### src/rtl/ir_pkg.sv
// Shared definitions for the NEC IR command scheduler: FSM states, frame
// field positions and the frame validity rule.
package ir_pkg;

   localparam int unsigned CLK_HZ    = 50_000_000;

   localparam int unsigned ADDR_LSB  = 0;
   localparam int unsigned NADDR_LSB = 8;
   localparam int unsigned CMD_LSB   = 16;
   localparam int unsigned NCMD_LSB  = 24;

   typedef enum logic [1:0] {
      IDLE  = 2'd0,
      CHECK = 2'd1,
      ISSUE = 2'd2,
      HOLD  = 2'd3
   } ir_state_t;

   // Command must match its inverse; the address pair is only checked when enabled.
   function automatic logic frame_ok(input logic [31:0] frame,
                                     input logic [7:0]  addr,
                                     input logic        addr_check);
      logic [7:0] a;
      logic [7:0] na;
      logic [7:0] c;
      logic [7:0] nc;
      a  = frame[ADDR_LSB  +: 8];
      na = frame[NADDR_LSB +: 8];
      c  = frame[CMD_LSB   +: 8];
      nc = frame[NCMD_LSB  +: 8];
      return (nc == ~c) && (!addr_check || ((a == addr) && (na == ~addr)));
   endfunction

   function automatic logic [7:0] frame_key(input logic [31:0] frame);
      return frame[CMD_LSB +: 8];
   endfunction

endpackage

### src/rtl/ir_hold_timer.sv
// Key-hold timer: loads the hold period, counts down while enabled and
// reports expiry as a level once the count has reached zero.
module ir_hold_timer
   import ir_pkg::*;
#(
   parameter int unsigned TIMER_W     = 23,
   parameter int unsigned HOLD_CYCLES = CLK_HZ / 1000 * 120
) (
   input  logic clk,
   input  logic rst,
   input  logic load,
   input  logic dec,
   output logic expired
);

   logic [TIMER_W-1:0] count;

   always_ff @(posedge clk) begin
      if (rst) begin
         count <= '0;
      end else if (load) begin
         count <= TIMER_W'(HOLD_CYCLES);
      end else if (dec && (count != '0)) begin
         count <= count - TIMER_W'(1);
      end
   end

   assign expired = (count == '0);

endmodule

### src/rtl/ir_cmd_scheduler.sv
// Validates decoded NEC frames, classifies them as fresh presses or
// auto-repeats, and hands commands to one consumer over valid/ready.
module ir_cmd_scheduler
   import ir_pkg::*;
#(
   parameter logic [7:0]  ADDR          = 8'h00,
   parameter logic        ADDR_CHECK    = 1'b1,
   parameter int unsigned HOLD_CYCLES   = CLK_HZ / 1000 * 120,
   parameter int unsigned REPEAT_THRESH = 3,
   parameter int unsigned TIMER_W       = 23
) (
   input  logic        clk,
   input  logic        rst,
   input  logic [31:0] frame_data,
   input  logic        frame_valid,
   output logic [7:0]  cmd_data,
   output logic        cmd_valid,
   input  logic        cmd_ready,
   output logic        cmd_repeat,
   output logic        key_held,
   output logic        key_release,
   output logic [7:0]  err_count,
   output logic        overrun,
   input  logic        clr_status
);

   localparam int unsigned         REP_W   = $clog2(REPEAT_THRESH + 1);
   localparam logic [REP_W-1:0]    REP_MAX = REP_W'(REPEAT_THRESH);

   ir_state_t          state;
   ir_state_t          state_nxt;
   logic [31:0]        frame_q;
   logic [7:0]         last_key;
   logic [REP_W-1:0]   rep_cnt;
   logic [REP_W-1:0]   rep_inc;
   logic [7:0]         key;
   logic               frame_good;
   logic               same_key;
   logic               fire_rep;
   logic               capture;
   logic               drop;
   logic               release_now;
   logic               timer_load;
   logic               timer_dec;
   logic               timer_expired;

   ir_hold_timer #(
      .TIMER_W     (TIMER_W),
      .HOLD_CYCLES (HOLD_CYCLES)
   ) u_hold_timer (
      .clk     (clk),
      .rst     (rst),
      .load    (timer_load),
      .dec     (timer_dec),
      .expired (timer_expired)
   );

   assign key        = frame_key(frame_q);
   assign frame_good = frame_ok(frame_q, ADDR, ADDR_CHECK);
   assign same_key   = key_held && (key == last_key);
   assign rep_inc    = (rep_cnt >= REP_MAX) ? rep_cnt : rep_cnt + REP_W'(1);
   assign fire_rep   = (rep_inc >= REP_MAX);

   assign capture     = frame_valid && ((state == IDLE) || (state == HOLD));
   assign drop        = frame_valid && ((state == CHECK) || (state == ISSUE));
   // A frame arriving on the expiry cycle takes priority over the release.
   assign release_now = (state == HOLD) && !frame_valid && timer_expired;

   // Gated by rst so a pending command cannot transfer in the reset cycle.
   assign cmd_valid = (state == ISSUE) && !rst;

   always_comb begin
      state_nxt  = state;
      timer_load = 1'b0;
      timer_dec  = 1'b0;
      unique case (state)
         IDLE: begin
            if (frame_valid) state_nxt = CHECK;
         end
         CHECK: begin
            if (!frame_good) begin
               state_nxt = key_held ? HOLD : IDLE;
            end else begin
               timer_load = 1'b1;
               state_nxt  = (!same_key || fire_rep) ? ISSUE : HOLD;
            end
         end
         ISSUE: begin
            timer_dec = 1'b1;
            if (cmd_ready) state_nxt = HOLD;
         end
         HOLD: begin
            timer_dec = 1'b1;
            if (frame_valid)        state_nxt = CHECK;
            else if (timer_expired) state_nxt = IDLE;
         end
         default: state_nxt = IDLE;
      endcase
   end

   always_ff @(posedge clk) begin
      if (rst) begin
         state <= IDLE;
      end else begin
         state <= state_nxt;
      end
   end

   always_ff @(posedge clk) begin
      if (rst) begin
         frame_q <= '0;
      end else if (capture) begin
         frame_q <= frame_data;
      end
   end

   always_ff @(posedge clk) begin
      if (rst) begin
         last_key    <= '0;
         rep_cnt     <= '0;
         key_held    <= 1'b0;
         key_release <= 1'b0;
      end else begin
         key_release <= release_now;
         if ((state == CHECK) && frame_good) begin
            last_key <= key;
            key_held <= 1'b1;
            rep_cnt  <= same_key ? rep_inc : REP_W'(1);
         end else if (release_now) begin
            key_held <= 1'b0;
         end
      end
   end

   always_ff @(posedge clk) begin
      if (rst) begin
         cmd_data   <= '0;
         cmd_repeat <= 1'b0;
      end else if ((state == CHECK) && frame_good) begin
         if (!same_key) begin
            cmd_data   <= key;
            cmd_repeat <= 1'b0;
         end else if (fire_rep) begin
            cmd_data   <= key;
            cmd_repeat <= 1'b1;
         end
      end
   end

   always_ff @(posedge clk) begin
      if (rst) begin
         err_count <= '0;
         overrun   <= 1'b0;
      end else if (clr_status) begin
         err_count <= '0;
         overrun   <= 1'b0;
      end else begin
         if ((state == CHECK) && !frame_good && (err_count != '1)) begin
            err_count <= err_count + 8'd1;
         end
         if (drop) begin
            overrun <= 1'b1;
         end
      end
   end

endmodule

### config.mk
export PLATFORM = sky130hd
export DESIGN_NAME = ir_cmd_scheduler
export DESIGN_NICKNAME = d
export VERILOG_FILES = /design/src/rtl/ir_pkg.sv /design/src/rtl/ir_hold_timer.sv /design/src/rtl/ir_cmd_scheduler.sv
export SDC_FILE = /design/constraint.sdc
export NUM_CORES = 1
export LEC_CHECK = 0
export BUFFER_PORTS_ARGS = -buffer_cell sky130_fd_sc_hd__buf_2
export CORE_ASPECT_RATIO = 2
export CORE_UTILIZATION = 50
export DETAILED_ROUTE_END_ITERATION = 16
export PLACE_DENSITY = 0.71
export SLEW_MARGIN = 15
export SYNTH_ARGS = -nofsm -noshare
export SYNTH_HDL_FRONTEND = slang
export SYNTH_SLANG_ARGS = --single-unit
### constraint.sdc
create_clock -name clk -period 3 [get_ports clk]
set_clock_uncertainty 0.2 [all_clocks]
set_input_delay 0.3 -clock clk [delete_from_list [all_inputs] [get_ports clk]]
set_output_delay 0.3 -clock clk [all_outputs]
set_load 0.02 [all_outputs]
# After elaboration in Yosys (flattened, before gate mapping)
# Index checks and enable logic that the tools add are counted.
[totals]
reg_bits = 87
in_bits = 37
out_inout_bits = 21
elab_cells = 80
[op_classes]
addsub = 3
n_lt_le_gt_ge = 2
eq_ne = 11
muxes = 21
n_bitwise = 1
reduce_logical = 30
[ops]
columns = ["cell", "n"]
rows = [
  ["23-bit 2-to-1 mux", 2],
  ["23-bit logical NOT", 1],
  ["23-bit nonzero test", 1],
  ["23-bit by 1-bit subtractor with 23-bit output, second input constant", 1],
  ["8-bit == test", 2],
  ["2-bit 2-to-1 mux", 8],
  ["8-bit 2-to-1 mux", 2],
  ["1-bit logical AND", 12],
  ["8-bit by 1-bit adder with 8-bit output, second input constant", 1],
  ["8-bit == test, second input constant", 1],
  ["8-bit logical NOT", 1],
  ["1-bit 2-to-1 mux", 8],
  ["8-bit != test, second input constant", 1],
  ["8-bit inverter", 1],
  ["2-bit case mux with 4 select lines", 1],
  ["2-bit OR reduction", 3],
  ["2-bit == test, second input constant", 2],
  ["2-bit >= comparator, second input constant", 2],
  ["1-bit logical NOT", 4],
  ["2-bit != test, second input constant", 2],
  ["2-bit nonzero test", 2],
  ["1-bit logical OR", 3],
  ["3-bit != test, second input constant", 1],
  ["3-bit AND reduction", 1],
  ["5 further kinds", 5],
]

# Logic depth before layout (Yosys ltp)
[depth]
word_depth = 7
ltp_mapped = 8

# Hierarchy
# A second synthesis with hierarchy kept.
[unflattened]
hier_cells = 493
area_unflattened_um2 = 4199.0
[modules_own_cells]
columns = ["module", "n_inst", "cells_each", "area_each_um2", "seq_area_each_um2"]
rows = [
  ["ir_cmd_scheduler", 1, 356, 2990.4, 1281.2],
  ["ir_hold_timer", 1, 137, 1208.7, 460.4],
]

# Worst setup path after synthesis
# No wires, ideal clock.
[synth_timing]
path_type = "reg-to-reg"
startpoint = "reg u_hold_timer.count[0]"
endpoint = "reg u_hold_timer.count[21]"
setup_time_ps = 70
t_arrival_ps = 1855
path_slack_ps = 875
path_stages_with_launch = 8
path_buffers = 0
period_less_slack_ps = 2125
path_cell_list = "dfxtp_1 > inv_1 > ha_1 > nor4b_1 > and3_1 > or3_4 > or4_1 > a21oi_1"
[synth_between]
elab_chain_len = 2
word_cells_on_any_way = 3
[synth_rtl]
columns = ["item", "line", "text"]
rows = [
  ["from (decl)", "ir_hold_timer.sv:16", "logic [TIMER_W-1:0] count;"],
  ["from (signal assigned)", "ir_hold_timer.sv:22", "count <= TIMER_W'(HOLD_CYCLES);"],
  ["from (signal assigned)", "ir_hold_timer.sv:24", "count <= count - TIMER_W'(1);"],
  ["branches (longest 2 deep; another with 23-bit by 1-bit subtractor with 23-bit output)", "-", ""],
]
# Parallel ways; which one is timed is not known.
# A chain may end at the register's enable or synchronous reset.

# Final worst setup path
# Ends and elaborated chain as after synthesis.

==> results.toml <==
[clock_network]
clock_tree.htree_level_count = 3
cts_hold_buffers = 17
clockBufferDepth = 2
insertion_delay_ns = 0.33
clk_pin_slew_worst_paths_ns = 0.06
cts.repair.resized = 0
postCtsSetupBuffers = 0
clock_sink_count = 87
numCtsBuffers = 9
clock-root-buffer = "clkbuf_16"
cts_tree = "yes"

[floorplanning]
core_um2 = 7600
floorplan.die.height_um = 128
floorplan.die_area_um2 = 8300
placement_rows = 45
floorplan.initialDensity_pct = 52.1
die_width_um = 64.9
num_io_pins = 58

[power_and_ir_drop]
cellPowerDensity_nw_per_um2 = 507
worst_ir_drop_on_vdd_mv = 0.443
standby_leakage_power_nw = 1.84

[cells_and_area]
final-seq-area_um2 = 1740
multi_input_comb_area_um2 = 2090
layout.filler_cells = 696
finalCoreUtilization_pct = 62.4
areaGrowthSynthToFinish_pct = 19.7
fraction_of_layout_instances_using_a_drive_strength_above_1_pct = 15.8
layout_commonest_cell = "nand2_1"
final_net_count = 591
most-common-layout-cells = "nand2_1 (91), dfxtp_1 (87), a21oi_1 (73)"
antennaDiodeCount = 0

[drt]
drt-total-wl_um = 9100
met3RoutedLength_um = 293
highest_layer = "met4"
num_vias = 3560
detail-route-antenna-nets = 0
detail_route.wl_per_cell_um = 14.2
detailed_route_drc_error_count = 0
vias_per_cell = 5.54
routed-wl-met2_um = 4940
detail_route.first_pass.iterations = 4
drtIter0Drc = 149
wl_met1_um = 3590

[status]
outcome = "completed"

[sta]
grt_setup_unrepaired = "false"
tightest_slew_ns = 0.678
finalSetupViolations = 0
hold_violations = 0
fmaxAchievable_ghz = 0.416
share_of_the_clock_period_used_by_the_worst_path_pct = 80.2
worst_slew_margin_rel_pct = 54.8
setup_total_negative_slack_ns = 0
timing.final.max_slew_violations = 0
fin_crit_ns = 2.41

[place]
numPortBuffers = 57
last_weighted_congestion_value_of_the_routability_driven_placer = 0.865
dp_hpwl_um = 6380

[worst_setup_path]
timing.reg2reg.setup_slack_ns = 0.59
cp_cell_sequence = "inv_1 -> ha_1 -> nor4b_1 -> and3_1 -> or3_4 -> or4_1 -> a21oi_1"
critPathTopFamily = "simple AND/OR/NAND/NOR gates"
worst_r2r_startpoint = "u_hold_timer.count[0]"
worst-endpoint-required_ns = 3.06
critical_path_buf_inv_count = 1
worstSetupStartpoint = "u_hold_timer.count[0]"
cp.arrival_ns = 2.47
worst_r2r_path_depth = 7
max_stage_delay_ns = 0.43
timing.critical_path.to_type = "flop"
worstSetupPathType = "flop to flop"
crit_path_top_delay_cell = "or3_4"
worstSetupStartpointType = "flop"
critical_path.max_fanout = 14
worstReg2RegEnd = "u_hold_timer.count[21]"

[run]
reported_max_cap_violation_count = 0

[synth]
ys_ff_latch = 87
postSynthNetCount = 527
synth_warnings = 0
ys.flop_type = "dfxtp_1"
post_synth_inst_count = 482
synth_async_sr_flop_share_pct = 0
post_synth_instance_area_um2 = 3960
average_cell_area_after_synthesis_um2 = 8.22
synth_edf_count = 0
synth_cell_type_count = 44
yosysSeqAreaShare_pct = 44.0

[global_routing]
grt_pass1_wl_um = 15200
grtUsageTotal_pct = 23.9
antenna_found_initial = 0
grt-ovfl-total = 0
first_global_vias = 3424
grt_max_degree = 35

[worst_hold_path]
hold_path_startpoint = "frame_data[7]"
min_delay_path_depth = 3
hold_class = "input port to flop"
worst_hold_path.endpoint = "frame_q[7]"
-- stage by stage --
step	setup slack [ns]	std cells	total power, mW	instance area (um2)	hold slack (ns)
after detailed placement	0.598	612	1.41	4300	0.250
final	0.593	643	2.40	4740	0.00927
after CTS	0.582	643	2.43	4740	0.00106
after floorplan	0.875	482	1.35	3960	0.232
after global placement	0.658	612	1.40	4300	0.238
after global routing	0.463	643	2.51	4740	0.00549
-- worst max path at each step --
stage	endpoint	slack (ns)	depth (start not counted)
2_1_floorplan	u_hold_timer.count[21]	0.87	7
3_3_place_gp	u_hold_timer.count[21]	0.66	7
3_5_place_dp	u_hold_timer.count[21]	0.60	7
4_1_cts	u_hold_timer.count[21]	0.58	7
5_1_grt	u_hold_timer.count[21]	0.46	7
6_report	u_hold_timer.count[21]	0.59	7
-- tightest hold or removal path, stage by stage --
cell and delay, ns:
buf_2 0.10, nand2_1 0.05, a21oi_1 0.05
-- flip-flops by register name (all words and copies together) (netlist names), named ones only --
signal	count
key_held	1
overrun	1
cmd_repeat	1
u_hold_timer.count	23
frame_q	32
cmd_data	8
last_key	8
rep_cnt	2
err_count	8
key_release	1
state	1
-- logic make-up after synthesis --
kind of cell / after synthesis / synth area share, %
AOI/OAI and AO/OA: 118 / 17.0
xor gates and xnor gates: 33 / 7.30
adders and majority gates: 8 / 2.53
buffers and inverters: 34 / 3.25
DFF: 87 / 44.0
and+or+nand+nor: 202 / 25.9
-- synthesized netlist by cell type (all sizes together) (2+ instances only) --
cell type	count	area, um2
xnor2	21	184
nor2	24	90.1
or3	5	37.5
and3	4	26.3
dfxtp	87	1740
nor4b	4	35.0
xor2	12	105
nor2b	2	12.5
o211ai	3	22.5
a211oi	6	45.0
ha	8	100
nor4	13	118
nand2	92	348
clkbuf	25	93.8
and4b	4	40.0
a21oi	73	365
nand3	18	90.1
a31o	3	26.3
nand2b	4	25.0
nor3	12	60.1
or4	4	30.0
o31a	2	17.5
or2	2	12.5
o31ai	5	37.5
o21ai	15	75.1
inv	8	30.0
a31oi	4	25.0
nand4	8	50.1
and4	5	43.8
-- power breakdown --
part	total, mW	switching (mW)	internal (mW)
clock	1.00	0.408	0.595
sequential	1.22	0.0282	1.19
combinational	0.186	0.105	0.0810
total	2.40	0.541	1.86
-- area by class of cell --
cell class	count	area share, %
inverters	8	0.634
clock inverters	1	0.106
multi-input cells	361	44.1
well taps	94	2.48
clock buffers	13	5.49
repair buffers	79	10.4
flip-flops and latches	87	36.7
-- routing by layer --
metal	GRT usage [%]	vias to the layer above
met5	0	-
met4	12.5	0
met3	5.60	19
met2	42.8	75
met1	24.9	1637
li1	-	1829
Power figures use the tool's default switching activity.
